===== src/rtl/counter_seq.sv =====
// Command sequencer for a counter block: turns LOAD/UP/DOWN/WAIT commands into
// cycle-exact en/dn/load/data control, one command at a time.
module counter_seq #(
    parameter int WIDTH = 4,
    parameter int ARG_W = 8
) (
    input  logic             clk,
    input  logic             rst_n,
    input  logic             cmd_valid,
    input  logic [1:0]       cmd_op,
    input  logic [ARG_W-1:0] cmd_arg,
    output logic             cmd_ready,
    input  logic             abort,
    output logic             en,
    output logic             dn,
    output logic             load,
    output logic [WIDTH-1:0] data,
    output logic             done,
    output logic             aborted
);

    typedef enum logic {
        S_IDLE = 1'b0,
        S_EXEC = 1'b1
    } state_t;

    localparam logic [1:0] OP_LOAD = 2'b00;
    localparam logic [1:0] OP_UP   = 2'b01;
    localparam logic [1:0] OP_DOWN = 2'b10;
    localparam logic [1:0] OP_WAIT = 2'b11;

    state_t           r_state;
    logic [1:0]       r_op;
    logic [ARG_W-1:0] r_rem;
    logic             r_en;
    logic             r_dn;
    logic             r_load;
    logic [WIDTH-1:0] r_data;
    logic             r_done;
    logic             r_aborted;
    logic             w_accept;

    assign cmd_ready = (r_state == S_IDLE);
    assign w_accept  = cmd_valid && cmd_ready;

    always_ff @(posedge clk or negedge rst_n) begin
        if (!rst_n) begin
            r_state   <= S_IDLE;
            r_op      <= OP_LOAD;
            r_rem     <= '0;
            r_en      <= 1'b0;
            r_dn      <= 1'b0;
            r_load    <= 1'b0;
            r_data    <= '0;
            r_done    <= 1'b0;
            r_aborted <= 1'b0;
        end else begin
            r_done    <= 1'b0;
            r_aborted <= 1'b0;
            case (r_state)
                S_IDLE: begin
                    if (w_accept) begin
                        r_op <= cmd_op;
                        if (cmd_op == OP_LOAD) begin
                            r_state <= S_EXEC;
                            r_load  <= 1'b1;
                            r_data  <= cmd_arg[WIDTH-1:0];
                            r_rem   <= '0;
                        end else if (cmd_arg == '0) begin
                            // Zero-length command completes without touching controls.
                            r_done <= 1'b1;
                        end else begin
                            r_state <= S_EXEC;
                            r_en    <= (cmd_op == OP_UP) || (cmd_op == OP_DOWN);
                            r_dn    <= (cmd_op == OP_DOWN);
                            r_rem   <= cmd_arg - ARG_W'(1);
                        end
                    end
                end
                S_EXEC: begin
                    if (abort) begin
                        r_state   <= S_IDLE;
                        r_en      <= 1'b0;
                        r_dn      <= 1'b0;
                        r_load    <= 1'b0;
                        r_aborted <= 1'b1;
                    end else if (r_rem == '0) begin
                        r_state <= S_IDLE;
                        r_en    <= 1'b0;
                        r_dn    <= 1'b0;
                        r_load  <= 1'b0;
                        r_done  <= 1'b1;
                    end else begin
                        r_rem <= r_rem - ARG_W'(1);
                    end
                end
                default: r_state <= S_IDLE;
            endcase
        end
    end

    assign en      = r_en;
    assign dn      = r_dn;
    assign load    = r_load;
    assign data    = r_data;
    assign done    = r_done;
    assign aborted = r_aborted;

endmodule


===== config.mk =====
export PLATFORM = sky130hd
export DESIGN_NAME = counter_seq
export DESIGN_NICKNAME = d
export VERILOG_FILES = /design/src/rtl/counter_seq.sv
export SDC_FILE = /design/constraint.sdc
export NUM_CORES = 1
export LEC_CHECK = 0
export BUFFER_PORTS_ARGS = -buffer_cell sky130_fd_sc_hd__buf_2
export CAP_MARGIN = 20
export CORE_MARGIN = 3
export CORE_UTILIZATION = 53
export DETAILED_ROUTE_END_ITERATION = 12
export PLACE_DENSITY = 0.82
export SETUP_SLACK_MARGIN = 0.1
export SLEW_MARGIN = 10
export SYNTH_ARGS = -nofsm -noshare
export SYNTH_HDL_FRONTEND = slang
export SYNTH_SLANG_ARGS = --single-unit
export TNS_END_PERCENT = 10

===== constraint.sdc =====
create_clock -name clk -period 2.7 [get_ports clk]
set_input_delay 0.54 -clock clk [delete_from_list [all_inputs] [get_ports clk]]
set_output_delay 0.54 -clock clk [all_outputs]
set_load 0.05 [all_outputs]

==> impl_metrics.csv <==
group,metric,value,unit
logic_synthesis,yosysSeqAreaShare,39.3,%
critical_path,slowest_delay,0.49,ns
critical_path,rr_startpoint,"r_rem[0]",
power,power.density,922,mW/mm^2
logic_synthesis,async_flop_share,100,%
logic_synthesis,synth.top_cell.area_share,39.3,%
clock_network,cts_hold_buf,0,
routing,drc,0,
clock_network,clockBufferDepth,2,
critical_path,r2r_cells,6,
routing,dr.pass1.iters,4,
global_routing,track_usage,21.5,%
timing,fin_setup_tns,0,ns
placement,hpwl,2.01,mm
global_routing,antenna_found_initial,0,
logic_synthesis,synthCells,120,
global_routing,grt_pass1_wl,4.28,mm
routing,wire_per_inst,15.7,um
logic_synthesis,yosysUniqueCellTypes,41,
clock_network,insertion_delay,0.30,ns
critical_path,path_cells,"buf_2 -> inv_1 -> ha_1 -> or3b_2 -> o311a_4 -> or2_1 -> mux2_4",
critical_path,r2r_end,"r_rem[0]",
timing,setup_viol,0,
routing,vias,1056,
cells_and_area,drive_gt1_share,27.1,%
critical_path,crit_fanout,9,
clock_network,root_buffer,"clkbuf_4",
logic_synthesis,synth_common_cells,"dfrtp_1 (18), nand2_1 (8), inv_1 (7), o21ai_0 (7)",
logic_synthesis,synthesis.area,0.00114,sq mm
timing,max_clock_freq,0.443,GHz
power,p_leak,0.000626,uW
power,irDropWorstVdd,0.595,mV
routing,viasPerCell,6.18,
routing,routed_wl,2.69,mm
timing,rsz0062_at_grt,"false",
routing,drtIter0Drc,41,
timing,finalCritPeriodShare,83.6,%
global_routing,grt-ovfl-total,0,
die,pin_count,24,
run_status,status,"finished clean",
logic_synthesis,synth.largest_area_cell,"dfrtp_1",
clock_network,cts_buffers,3,
logic_synthesis,synth-edff-count,0,
worst_hold_path,hp-class,"in2async",
clock_network,cts.sinks,18,
critical_path,cp_top_family,"simple AND/OR/NAND/NOR gates",
placement,portBuffers,23,
logic_synthesis,synth_area_leaders,"dfrtp_1 (39%), ha_1 (6.6%), a22o_1 (4.6%)",
logic_synthesis,synth_most_common_cell,"dfrtp_1",
die,start_util,57.2,%
logic_synthesis,synth-seq-cells,18,
critical_path,worst-r2r-setup-slack,0.63,ns
critical_path,critPathArrivalTime,2.45,ns
die,die_w,52.5,um
global_routing,grt_pass1_vias,980,
cells_and_area,stdcell_count,171,
clock_network,post_cts_buffers,0,
logic_synthesis,syn_nets,140,
die,die-area,0.00275,sq mm
cells_and_area,area_growth_syn_to_layout,15.4,%
placement,gp_congestion,0.807,
logic_synthesis,syn_area_per_cell,9.54,sq um
logic_synthesis,ys.warnings.count,0,
timing,slew_viol_final,0,
die,core_area,0.00200,sq mm
critical_path,path_class,"in2reg",
logic_synthesis,ys.flop_type,"dfrtp_1",
critical_path,end_kind,"flip-flop",
die,rows,16,
cells_and_area,nets,165,
placement,dpl.cell_count,167,
clock_network,cts_tree,"yes",
timing,finClkSkew,0.00299,ns
critical_path,required,2.89,ns
cells_and_area,utilization,66.0,%
global_routing,grt_max_degree,19,
critical_path,worst-path-buf-inv,2,
cells_and_area,num_antenna_cells,0,
clock_network,post_cts_resized,0,
critical_path,critPathSlowestCell,"or3b_2",
routing,final_antenna_net_count,0,
clock_network,cts_max_level,1,
timing,hold_viol_final,0,
die,die_height,52.5,um
clock_network,clkTransAtPathRegs,0.10,ns
timing,worst_pin_slew,0.542,ns
critical_path,critPathLaunchType,"input port",
timing,finalCriticalPeriod,2.26,ns
timing,max-slew-margin-rel,63.9,%
job,drv_cap,0,
layout make-up:
type                    instances  area, sq um
multi-input cells              88          633
inverters                       8         30.0
flip-flops and latches         18          450
clock buffers                   4         36.3
well taps                      27         33.8
fillers                       185          681
repair buffers                 26          138
placed cells by master, fill, tap and decap left out, types with 2 or more instances in the layout:
cell type  instances
o22ai_1            6
o21ai_0            7
mux2_2             2
inv_1              7
dfrtp_1           18
buf_2             23
nor2_1             5
or4_1              5
nand4b_1           2
xnor2_1            2
clkbuf_4           3
nor3_1             3
a21oi_1            4
ha_1               6
nand3_1            6
buf_4              3
nor4b_1            2
mux2i_1            2
o211ai_1           3
a22o_1             6
nand2_1            8
kinds of logic (layout without fill, tap and decap cells):
kind of cell / after synthesis / after routing / synth area share (%)
AOI/OAI and AO/OA: 34 / 34 / 21.6
and+or+nand+nor: 41 / 41 / 20.6
buffers and inverters: 14 / 38 / 5.35
xor gates and xnor gates: 2 / 2 / 1.53
muxes: 5 / 5 / 5.03
DFF: 18 / 18 / 39.3
adders and majority gates: 6 / 6 / 6.56
worst max-delay path by stage:
| stage | from | to | slack [ns] | cells after the start |
|---|---|---|---|---|
| floorplan | cmd_arg[2] | r_rem[0] | 0.37 | 6 |
| global placement | cmd_arg[0] | r_rem[0] | 0.19 | 7 |
| detailed placement | cmd_arg[1] | r_rem[0] | 0.15 | 7 |
| CTS | cmd_arg[1] | r_rem[0] | 0.47 | 7 |
| global route | cmd_arg[0] | r_rem[0] | 0.40 | 7 |
| finish | cmd_arg[1] | r_rem[0] | 0.44 | 7 |
metal layers:
layer  routed length, um  vias up  track usage (%)
met3                 216       11             6.55
met5                   0        -                0
met2                1280       58             36.6
met1                1130      490             24.3
met4                  61        0             9.79
li1                    -      497                -
sequential cells by signal (all words and copies together), names as in the netlist:
name	flops
done	1
en	1
data	4
aborted	1
r_state	1
dn	1
load	1
r_rem	8
per-stage QoR:
step	hold WS [ns]	area (sq um)	setup slack, ns	total power [uW]
floorplan	0.244	1140	0.367	890
global placement	0.483	1280	0.195	1030
detailed placement	0.476	1280	0.146	1050
CTS	0.150	1320	0.473	1220
global route	0.168	1320	0.399	1300
finish	0.157	1320	0.442	1220
where the power goes:
part           switching (uW)  total, uW  internal [uW]
clock network            86.2        169           82.4
logic                     371        589            218
registers                96.3        461            365
worst register-to-register path: stages, from the launching register on:
cell,delay [ns]
dfrtp_1,0.45
inv_1,0.11
ha_1,0.15
nor4b_1,0.37
a211oi_1,0.17
or2_1,0.38
mux2_4,0.34
Power figures use the tool's default switching activity.
